--- src/rtl/mc_control_unit.sv ---
// Multicycle fetch/decode/execute/writeback sequencer feeding a combinational ALU.
// Holds an 8x32 register file (r0 reads zero) and the program counter.
module mc_control_unit #(
  parameter int PC_W   = 16,
  parameter int DATA_W = 32
) (
  input  logic              clk,
  input  logic              rst_n,
  input  logic              run,
  output logic              imem_req,
  output logic [PC_W-1:0]   imem_addr,
  input  logic              imem_ack,
  input  logic [DATA_W-1:0] imem_rdata,
  output logic [DATA_W-1:0] alu_ip_0,
  output logic [DATA_W-1:0] alu_ip_1,
  output logic [2:0]        alu_opcode,
  input  logic [DATA_W-1:0] alu_op_0,
  input  logic              alu_change_pc,
  output logic [PC_W-1:0]   pc,
  output logic [2:0]        state,
  output logic              retired,
  input  logic [2:0]        dbg_raddr,
  output logic [DATA_W-1:0] dbg_rdata
);

  // state     | meaning
  // IDLE      | waiting for run
  // FETCH     | imem_req held until imem_ack, IR captured
  // DECODE    | operands read from the register file
  // EXECUTE   | ALU inputs valid, result and branch flag captured
  // WRITEBACK | register or pc update, retired pulse
  typedef enum logic [2:0] {
    S_IDLE      = 3'd0,
    S_FETCH     = 3'd1,
    S_DECODE    = 3'd2,
    S_EXECUTE   = 3'd3,
    S_WRITEBACK = 3'd4
  } state_t;

  localparam logic [2:0] OP_NOP = 3'b000;
  localparam logic [2:0] OP_LDI = 3'b001;
  localparam logic [2:0] OP_BEQ = 3'b010;
  localparam logic [2:0] OP_BLT = 3'b011;

  state_t            state_q, state_d;
  logic [PC_W-1:0]   pc_q;
  logic [DATA_W-1:0] ir_q;
  logic [DATA_W-1:0] a_q, b_q;
  logic [DATA_W-1:0] aluout_q;
  logic              taken_q;
  logic [2:0]        alu_opcode_q;
  logic [DATA_W-1:0] rf_q [8];

  logic [2:0]        op, rd, rs1, rs2;
  logic [15:0]       imm16;
  logic [2:0]        ex_op;
  logic [PC_W-1:0]   br_off;
  logic              is_branch;
  logic              unused_ir;

  assign op        = ir_q[31:29];
  assign rd        = ir_q[28:26];
  assign rs1       = ir_q[25:23];
  assign rs2       = ir_q[22:20];
  assign imm16     = ir_q[15:0];
  assign unused_ir = ^ir_q[19:16];
  assign ex_op     = (op == OP_NOP || op == OP_LDI) ? 3'b000 : op;
  assign is_branch = (op == OP_BEQ) || (op == OP_BLT);
  assign br_off    = PC_W'($signed(imm16));

  always_ff @(posedge clk or negedge rst_n) begin
    if (!rst_n) state_q <= S_IDLE;
    else        state_q <= state_d;
  end

  always_comb begin
    state_d  = state_q;
    imem_req = 1'b0;
    retired  = 1'b0;
    case (state_q)
      S_IDLE:      if (run) state_d = S_FETCH;
      S_FETCH: begin
        imem_req = 1'b1;
        if (imem_ack) state_d = S_DECODE;
      end
      S_DECODE:    state_d = S_EXECUTE;
      S_EXECUTE:   state_d = S_WRITEBACK;
      S_WRITEBACK: begin
        retired = 1'b1;
        state_d = run ? S_FETCH : S_IDLE;
      end
      default:     state_d = S_IDLE;
    endcase
  end

  // ALU operand registers are A/B themselves, so they hold outside EXECUTE.
  always_ff @(posedge clk or negedge rst_n) begin
    if (!rst_n) begin
      pc_q         <= '0;
      ir_q         <= '0;
      a_q          <= '0;
      b_q          <= '0;
      aluout_q     <= '0;
      taken_q      <= 1'b0;
      alu_opcode_q <= 3'b000;
      for (int i = 0; i < 8; i++) rf_q[i] <= '0;
    end else begin
      alu_opcode_q <= (state_d == S_EXECUTE) ? ex_op : 3'b000;
      case (state_q)
        S_FETCH: if (imem_ack) ir_q <= imem_rdata;
        S_DECODE: begin
          a_q <= rf_q[rs1];
          b_q <= rf_q[rs2];
        end
        S_EXECUTE: begin
          aluout_q <= alu_op_0;
          taken_q  <= alu_change_pc;
        end
        S_WRITEBACK: begin
          if (rd != 3'd0) begin
            if (op[2])            rf_q[rd] <= aluout_q;
            else if (op == OP_LDI) rf_q[rd] <= {{(DATA_W-16){1'b0}}, imm16};
          end
          if (is_branch && taken_q) pc_q <= pc_q + br_off;
          else                      pc_q <= pc_q + PC_W'(1);
        end
        default: ;
      endcase
    end
  end

  assign imem_addr  = pc_q;
  assign pc         = pc_q;
  assign state      = state_q;
  assign alu_ip_0   = a_q;
  assign alu_ip_1   = b_q;
  assign alu_opcode = alu_opcode_q;
  assign dbg_rdata  = rf_q[dbg_raddr];

endmodule

--- config.mk ---
export PLATFORM = sky130hd
export DESIGN_NAME = mc_control_unit
export DESIGN_NICKNAME = d
export VERILOG_FILES = /design/src/rtl/mc_control_unit.sv
export SDC_FILE = /design/constraint.sdc
export NUM_CORES = 1
export LEC_CHECK = 0
export BUFFER_PORTS_ARGS = -buffer_cell sky130_fd_sc_hd__buf_2
export CAP_MARGIN = 20
export CORE_MARGIN = 2
export CORE_UTILIZATION = 40
export DETAILED_ROUTE_END_ITERATION = 6
export MAX_ROUTING_LAYER = met4
export PLACE_DENSITY = 0.6
export REMOVE_ABC_BUFFERS = 1
export SYNTH_ARGS = -nofsm -noshare
export SYNTH_HDL_FRONTEND = slang
export SYNTH_SLANG_ARGS = --single-unit
--- constraint.sdc ---
create_clock -name clk -period 4.17 [get_ports clk]
set_input_delay 0.834 -clock clk [delete_from_list [all_inputs] [get_ports clk]]
set_output_delay 0.834 -clock clk [all_outputs]
set_load 0.03 [all_outputs]
[Word-level counts from Yosys, hierarchy flattened]
Cells that the tools add are included.
Word-level totals
  bits in registers: 407
  input bits: 72
  output and inout bits: 136
  logic and storage cells: 69
Operators by class
  add/subtract/negate cells: 2
  $lt $le $gt $ge: 5
  equality and inequality tests: 8
  mux-type cells: 24
  bitwise operators: 4
  reductions and logical operators: 10
Operators with widths (count)
  bitwise mux 256 bit: 2
  two-way mux 256 bit: 2
  binary-select mux 32 bit (select 3 bit): 3
  two-way mux 32 bit: 7
  demux 32 bit (select 3 bit): 1
  adder 16 x 1 -> 16 bit, second input constant: 1
  adder 16 bit: 1
  greater-or-equal comparator 4 bit, second input constant: 4
  two-way mux 16 bit: 1
  NOT 3 -> 4 bit: 4
  equality test 3 x 2 -> 1 bit, second input constant: 5
  case mux 3 bit (5 select lines): 1
  two-way mux 3 bit: 4
  equality test 3 x 1 -> 1 bit, second input constant: 2
  zero test 3 bit: 2
  less-than comparator 4 x 1 -> 1 bit, second input constant: 1
  equality test 3 bit, second input constant: 1
  two-way mux 1 bit: 3
  AND reduction 3 bit: 1
  nonzero test 3 bit: 1
  logical AND 1 bit: 2
  logical OR 1 bit: 2
  AND reduction 2 bit: 1
  nonzero test 2 bit: 1

[Logic depth before layout (Yosys ltp)]
Gate-level depths: netlist of run 1.
  word-level depth: 8
  mapped depth: 10
  mapped depth without buffers: 9

[Least setup slack after synthesis of run 1]
No wires, ideal clock.
  path type: in2out
  start point: input dbg_raddr[0]
  end point: output dbg_rdata[0]
  data arrival time: 2.215 ns
  data required time: 3.336 ns
  setup slack: 1.121 ns
  cell stages on the path: 4
  path buffers: 2
  cells stage by stage: buf_2 buf_2 mux4_2 mux2_2
On the way
  cells in the longest elaborated chain, start to end: 4
RTL lines
  start: declaration: line 22  | input logic [2:0] dbg_raddr,
  NOT 3 -> 4 bit (implied by the code): line 138  | assign dbg_rdata = rf_q[dbg_raddr];
  binary-select mux 32 bit (select 3 bit): line 138
  two-way mux 32 bit (implied by the code) (2 in series): line 138
  end: declaration: line 23  | output logic [DATA_W-1:0] dbg_rdata
No other way between the ends. The select of a mux whose other input is x is not followed.

[Worst setup path in the final report of run 1]
  start point: input dbg_raddr[1]
  end point: output dbg_rdata[4]
Same word-level chain as after synthesis.

==> Implementation_results.wiki, run 1 <==
{| class="wikitable"
! Metric !! Value
|-
| Count of input and output buffers || 203
|-
| Total congestion overflow || 0
|-
| Number of post-CTS setup repair buffers || 0
|-
| Clock sinks || 403
|-
| Synth Instances || 1799
|-
| CP Launch Type || input port
|-
| Worst skew pair latency || 600 ps
|-
| Longest Clk Path Bufs || 3
|-
| Sequential element share of the synthesized area || between 40% and 50%
|-
| Type of the worst setup path || input port to primary output
|-
| Global placement routability congestion || 0.841
|-
| Post-Route Hold Slack || 242 ps
|-
| CP bufs+invs || 3
|-
| Final count of pins violating max slew || 0
|-
| Final routed wirelength across all metal layers || just under 60000 um
|-
| Final worst setup slack || between 700 and 800 ps
|-
| Post-detailed-placement half-perimeter wirelength || 35100 um
|-
| Cells along the critical path || buf_4 -> buf_12 -> mux4_2 -> mux2_2 -> buf_2
|-
| Maximum net fanout on the critical path || 36
|-
| Dominant delay contributor by cell family on the critical path || buffers and inverters
|-
| Setup repair after global routing missed its margin || no
|-
| Dominant register cell in the synthesized netlist || sky130_fd_sc_hd__dfrtp_1
|-
| Power density over the cells || 741 nW/um^2
|-
| Proportion of register bits with asynchronous set or reset after synthesis || 100%
|-
| Pre-CTS worst setup slack || approximately 810 ps
|-
| Number of distinct library cells after synthesis || 64
|-
| WL/cell || 22.1 um
|-
| EDFF count, synth || 0
|-
| Clock root buffer master || sky130_fd_sc_hd__clkbuf_16
|-
| Data arrival time of the worst path || ~2600 ps
|-
| Worst ir drop on vdd || between 0.5 and 0.6 mV
|-
| Routed via count divided by cell count || around 5.6
|-
| Maximum Capacitance Violations || 0
|-
| Setup-failing EPs final || 0
|-
| Run status || finished clean
|-
| Cell Count, Final, Fillers Out || 2626
|-
| Max frequency || 0.295 GHz
|-
| Count of state elements after synthesis || 403
|-
| Post-placement cell count || 2536
|-
| Vias in the first global route || approximately 15k
|-
| Fraction of final layout cells sized beyond drive strength 1 || between 30% and 40%
|-
| Pin count of the biggest net entering global routing || 131
|-
| Static power due to leakage || ~11 nW
|-
| Total clock buffers created by CTS || between 40 and 50
|-
| Flop-to-flop setup slack || 1000 ps
|-
| Aggregate global-route resource usage || 22.5%
|-
| Slowest cell on the critical path || sky130_fd_sc_hd__buf_4
|-
| Total of cells resized after clock tree synthesis || 0
|-
| Area of the mapped netlist || between 20000 and 25000 sq um
|-
| Shortest period the worst path allows || 3390 ps
|-
| Pre-Repair DR Iteration Count || 5
|-
| Type of the tightest min-delay check || input port to async pin
|-
| Placeable core region || 52200 sq um
|-
| Violation count after the first detailed-route iteration || ~1.1k
|-
| Clock tree from TritonCTS || yes
|-
| Required @ worst endpoint || 3340 ps
|-
| Avg Inst Size Synth || 11.7 sq um
|-
| Net count, final || 1985
|-
| Remaining design rule violation count || 0
|-
| DIE HEIGHT || about 230 um
|-
| Final hold violation count || 0
|-
| Final clock skew || roughly 28 ps
|-
| Die Area || 54400 sq um
|-
| Cell Rows || 84
|-
| Antenna violations before repair || 4
|-
| Crit-path max cell delay || roughly 480 ps
|-
| Number of H-tree levels || 2
|-
| Width of the chip || 233 um
|-
| Total of hold buffers inserted after clock tree synthesis || 0
|-
| Vias || about 15k
|-
| P&R area growth vs syn || 14.5%
|-
| Wire length of the first global-routing pass || ~89000 um
|-
| I/O Pins || 208
|-
| Number of warning messages in the yosys log || 0
|-
| Initial standard-cell utilization of the core || 40.3%
|-
| Post-CTS clock slew at the launch and capture registers of the worst setup and hold paths || approximately 60 ps
|-
| Relative max-transition margin || a little under a third
|-
| Number of nets with antenna violations after routing || 0
|-
| Share of the cycle needed by the critical path after routing || 81.4%
|-
| Critical path capture point type || primary output
|-
| Actual slew at the worst max-slew pin || 1050 ps
|}
-- layer usage --
layer | vias up | GRT usage, % | part of all wire, %
li1 | 6695 | - | -
met1 | 7467 | 29.7 | 43
met2 | 464 | 35.4 | 48
met3 | 101 | 3.77 | 6.1
met4 | 0 | 7.52 | 2.9
met5 | - | - | 0
-- cells in the mapped netlist, types with 15 or more instances --
cell / count / area (sq um)
sky130_fd_sc_hd__a21oi_1: 79 / 395
sky130_fd_sc_hd__and2_1: 18 / 113
sky130_fd_sc_hd__buf_2: 42 / 210
sky130_fd_sc_hd__buf_4: 18 / 135
sky130_fd_sc_hd__clkbuf_1: 106 / 398
sky130_fd_sc_hd__dfrtp_1: 403 / 10100
sky130_fd_sc_hd__ha_1: 15 / 188
sky130_fd_sc_hd__mux2_2: 59 / 664
sky130_fd_sc_hd__mux2i_1: 81 / 811
sky130_fd_sc_hd__mux4_2: 192 / 4320
sky130_fd_sc_hd__nand2_1: 368 / 1380
sky130_fd_sc_hd__nor2_1: 73 / 274
sky130_fd_sc_hd__o21ai_0: 175 / 876
sky130_fd_sc_hd__o21ai_1: 45 / 225
sky130_fd_sc_hd__o21ai_2: 18 / 158
-- final timing paths --
kind / start / endpoint / cells past startpoint
max reg2reg: ir_q[31]$_DFFE_PN0P_ / imem_addr[13]$_DFFE_PN0N_ / 9
min in group clk: rf_q[251]$_DFFE_PN0P_ / rf_q[251]$_DFFE_PN0P_ / 0
max in group asynchronous: rst_n / ir_q[29]$_DFFE_PN0P_ / 2
max: dbg_raddr[1] / dbg_rdata[4] / 5
min reg2reg: rf_q[251]$_DFFE_PN0P_ / rf_q[251]$_DFFE_PN0P_ / 0
min: rst_n / alu_ip_1[28]$_DFFE_PN0P_ / 1
-- sequential cells by signal, indices dropped and copies added (netlist names) --
name        count
aluout_q       32
alu_opcode      3
state           3
alu_ip_0       32
alu_ip_1       32
rf_q          256
taken_q         1
ir_q           28
imem_addr      16
-- worst reg2reg max path, stage by stage, from the launching register on --
cell and delay (ps):
sky130_fd_sc_hd__dfrtp_4 750, sky130_fd_sc_hd__nor2_1 110, sky130_fd_sc_hd__buf_4 200, sky130_fd_sc_hd__and2_1 170, sky130_fd_sc_hd__ha_1 350, sky130_fd_sc_hd__o211ai_1 130, sky130_fd_sc_hd__o21ai_0 520, sky130_fd_sc_hd__a22oi_1 240
sky130_fd_sc_hd__a2111oi_0 480, sky130_fd_sc_hd__a211o_1 150
-- report_power, final --
group	internal, W	leakage (nW)	total (W)	switching, W
registers	0.00522	5.32	0.00706	0.00184
logic	0.00280	4.68	0.00652	0.00372
clock network	0.00257	0.791	0.00426	0.00169
total	0.0106	10.8	0.0178	0.00725
-- through the flow --
stage | utilization, % | instance area (sq um) | setup TNS, ps | total power, W
floorplan | - | 20200 | -38790 | 0.0113
global route | 46.1 | 24100 | 0 | 0.0190
finish | 46.1 | 24100 | 0 | 0.0178
global placement | 43.0 | 22500 | 0 | 0.0135
CTS | 46.1 | 24100 | 0 | 0.0181
detailed placement | 43.0 | 22500 | 0 | 0.0137
-- cells in the final DEF (no fill, tap or decap), types with 5 or more instances in the layout --
cell                          n
sky130_fd_sc_hd__clkinv_2     9
sky130_fd_sc_hd__nor2_1      73
sky130_fd_sc_hd__a21oi_1     79
sky130_fd_sc_hd__o21ai_0    175
sky130_fd_sc_hd__inv_1        5
sky130_fd_sc_hd__o21ai_1     45
sky130_fd_sc_hd__and2_1      18
sky130_fd_sc_hd__ha_1        15
sky130_fd_sc_hd__buf_2      200
sky130_fd_sc_hd__dfrtp_4      7
sky130_fd_sc_hd__clkbuf_1     8
sky130_fd_sc_hd__dfrtp_1    396
sky130_fd_sc_hd__nand2_1    368
sky130_fd_sc_hd__clkbuf_16   48
sky130_fd_sc_hd__clkbuf_8    12
sky130_fd_sc_hd__mux4_2     192
sky130_fd_sc_hd__mux2i_1     81
sky130_fd_sc_hd__buf_12       9
sky130_fd_sc_hd__o21ai_2     18
sky130_fd_sc_hd__mux2_2      59
sky130_fd_sc_hd__a21o_1       7
sky130_fd_sc_hd__xor2_1       6
sky130_fd_sc_hd__buf_4       22
-- cell families (layout without fill, tap and decap cells) --
kind of cell	after synthesis	count (layout)	synth area share, %
compound gates	354	354	9.39
xor+xnor	8	8	0.333
fa+ha+maj	16	16	0.988
buf+inv	190	325	4.14
flops	403	403	47.9
mux	332	332	27.6
other cells	0	4	0
simple gates	496	496	9.63
-- area by class of cell --
class / count / area [sq um]
Clock inverter: 18 / 213
Tap cell: 688 / 861
Fill cell: 4798 / 28100
Sequential cell: 403 / 10100
Inverter: 7 / 26.3
Multi-Input combinational cell: 1206 / 10100
Clock buffer: 68 / 1400
Antenna cell: 4 / 10.0
Timing Repair Buffer: 232 / 1360
No activity file was read; power rests on OpenSTA's default activity.
==> inputs of run 2 (changes only) <==
==> constraint.sdc (replaced) <==
create_clock -name clk -period 3.2 [get_ports clk]
set_input_delay 0.64 -clock clk [delete_from_list [all_inputs] [get_ports clk]]
set_output_delay 0.64 -clock clk [all_outputs]
set_load 0.03 [all_outputs]
==> Implementation_results.wiki, run 2 (synthesis gave the netlist of run 1 again) <==
{| class="wikitable"
! Metric !! Value
|-
| Clock root buffer master || sky130_fd_sc_hd__clkbuf_16
|-
| Longest Clk Path Bufs || 3
|-
| Start point of the critical path || ir_q[31]$_DFFE_PN0P_
|-
| Leading cell type in the layout, fill and taps excluded || sky130_fd_sc_hd__dfrtp_1
|-
| Maximum Capacitance Violations || 0
|-
| Pin count of the biggest net entering global routing || 90
|-
| Static power due to leakage || ~11 nW
|-
| Cell Count, Final, Fillers Out || 2630
|-
| Maximum net fanout on the critical path || 14
|-
| Run status || finished clean
|-
| P&R area growth vs syn || 15.4%
|-
| Final routed wirelength across all metal layers || approximately 58000 um
|-
| Setup-failing EPs final || 0
|-
| Commonest cells after routing, fill and taps aside || sky130_fd_sc_hd__dfrtp_1, sky130_fd_sc_hd__nand2_1, sky130_fd_sc_hd__buf_2
|-
| Clock tree from TritonCTS || yes
|-
| Antenna violations before repair || 2
|-
| Final clock skew || 27.3 ps
|-
| R2r startpoint || ir_q[31]$_DFFE_PN0P_
|-
| Critical path capture point type || register
|-
| Cell Rows || 84
|-
| Placeable core region || 52200 sq um
|-
| Area after detailed placement || approximately 23000 sq um
|-
| Pre-Repair DR Iteration Count || 5
|-
| Number of H-tree levels || 2
|-
| Type of the worst setup path || register to register
|-
| Post-detailed-placement half-perimeter wirelength || 35000 um
|-
| Final count of pins violating max slew || 0
|-
| Relative max-transition margin || 31.0%
|-
| Number of nets with antenna violations after routing || 0
|-
| Clock sinks || about 400
|-
| Shortest period the worst path allows || 2930 ps
|-
| Data arrival time of the worst path || roughly 3400 ps
|-
| Die Area || 54400 sq um
|-
| Type of the tightest min-delay check || input port to async pin
|-
| Max frequency || 0.341 GHz
|-
| Worst skew pair latency || around 590 ps
|-
| Count of input and output buffers || 203
|-
| Power density over the cells || roughly 1000 nW/um^2
|-
| Wire length of the first global-routing pass || 90200 um
|-
| Flip-flop count of the largest register after layout || about 260
|-
| Width of the chip || about 230 um
|-
| Vias || 14.8k
|-
| Routed via count divided by cell count || between 5 and 6
|-
| Total congestion overflow || 0
|-
| DIE HEIGHT || about 230 um
|-
| Required @ worst endpoint || roughly 3700 ps
|-
| Vias in the first global route || ~15k
|-
| Register ranked first by flip-flop count || rf_q
|-
| Number of post-CTS setup repair buffers || 0
|-
| Final hold violation count || 0
|-
| Setup repair after global routing missed its margin || no
|-
| Remaining design rule violation count || 0
|-
| Actual slew at the worst max-slew pin || 1040 ps
|-
| Post-route setup TNS || 0 ps
|-
| WL/cell || 21.9 um
|-
| Share of the cycle needed by the critical path after routing || between 90% and 100%
|-
| Fraction of final layout cells sized beyond drive strength 1 || 31.6%
|-
| Worst ir drop on vdd || 0.652 mV
|-
| Final standard cell area without fillers || 24300 sq um
|-
| Initial standard-cell utilization of the core || 40.3%
|-
| Aggregate global-route resource usage || 22.6%
|-
| Violation count after the first detailed-route iteration || 1043
|-
| CP Launch Type || register
|-
| Total clock buffers created by CTS || 46
|-
| I/O Pins || approximately 210
|-
| Post-placement cell count || 2541
|-
| Post-CTS clock slew at the launch and capture registers of the worst setup and hold paths || 60 ps
|-
| Global placement routability congestion || between 0.8 and 0.9
|-
| Post-Route Hold Slack || 38.6 ps
|-
| Net count, final || about 2.0k
|}
[run 2: changes by cell type in the layout (fill, tap and decap cells not counted), sizes merged]
| cell | before | now |
|---|---|---|
| buf | 232 | 238 |
| bufinv | 4 | 8 |
| diode | 4 | 2 |
| clkinv | 10 | 11 |
| inv | 8 | 10 |
| clkinvlp | 3 | 2 |
| clkbuf | 68 | 62 |
[run 2: path summary, 6_finish.rpt]
path / end / slack (ps) / cells after the start
setup / recovery: imem_addr[15]$_DFFE_PN0N_ / 270 / 8
hold / removal: ir_q[20]$_DFFE_PN0P_ / 40 / 1
setup reg to reg: imem_addr[15]$_DFFE_PN0N_ / 270 / 8
hold reg to reg: rf_q[240]$_DFFE_PN0P_ / 410 / 0
max in group asynchronous: rf_q[214]$_DFFE_PN0P_ / 2150 / 2
min in group clk: aluout_q[21]$_DFFE_PN0N_ / 240 / 3
[run 2: critical path: stages, from the launching register on]
cell and delay, ps:
sky130_fd_sc_hd__dfrtp_4 480, sky130_fd_sc_hd__nor2_2 460, sky130_fd_sc_hd__and2_1 210, sky130_fd_sc_hd__ha_1 310, sky130_fd_sc_hd__a21o_1 210, sky130_fd_sc_hd__o21bai_4 170, sky130_fd_sc_hd__a221o_1 380, sky130_fd_sc_hd__or4b_1 520
sky130_fd_sc_hd__o311ai_1 90
[run 2: repair_timing]
| item | CTS | global route |
|---|---|---|
| endpoints found under the setup margin | 0 | 2 |
| resized for setup | 0 | 1 |
| hold buffers | 0 | 0 |
[run 2: per-stage QoR]
step / total power, W / setup slack, ps / utilization (%)
floorplan: 0.0147 / -1610 / -
global placement: 0.0177 / 47.5 / 43.2
detailed placement: 0.0180 / 15.8 / 43.2
CTS: 0.0238 / 11.9 / 46.4
global route: 0.0251 / 165 / 46.5
finish: 0.0236 / 266 / 46.5
[run 2: layout make-up]
class                   count  area, sq um
well taps                 688          861
flip-flops and latches    403        10100
clock buffers              62         1330
multi-input cells        1206        10100
clock inverters            24          352
inverters                   7         26.3
fillers                  4742        28000
diodes                      2         5.00
repair buffers            238         1480
[run 2: metal layers]
| metal | global-route usage (%) | part of all wire [%] | vias up |
|---|---|---|---|
| li1 | - | - | 6695 |
| met1 | 29.8 | 44 | 7526 |
| met2 | 35.8 | 48 | 419 |
| met3 | 3.43 | 5.3 | 113 |
| met4 | 7.66 | 3.0 | 0 |
| met5 | - | 0 | - |
[run 2: report_power, final]
group / internal (W) / leakage, nW / switching [W]
combinational: 0.00373 / 4.74 / 0.00513
sequential: 0.00680 / 5.32 / 0.00214
clock: 0.00358 / 0.831 / 0.00222
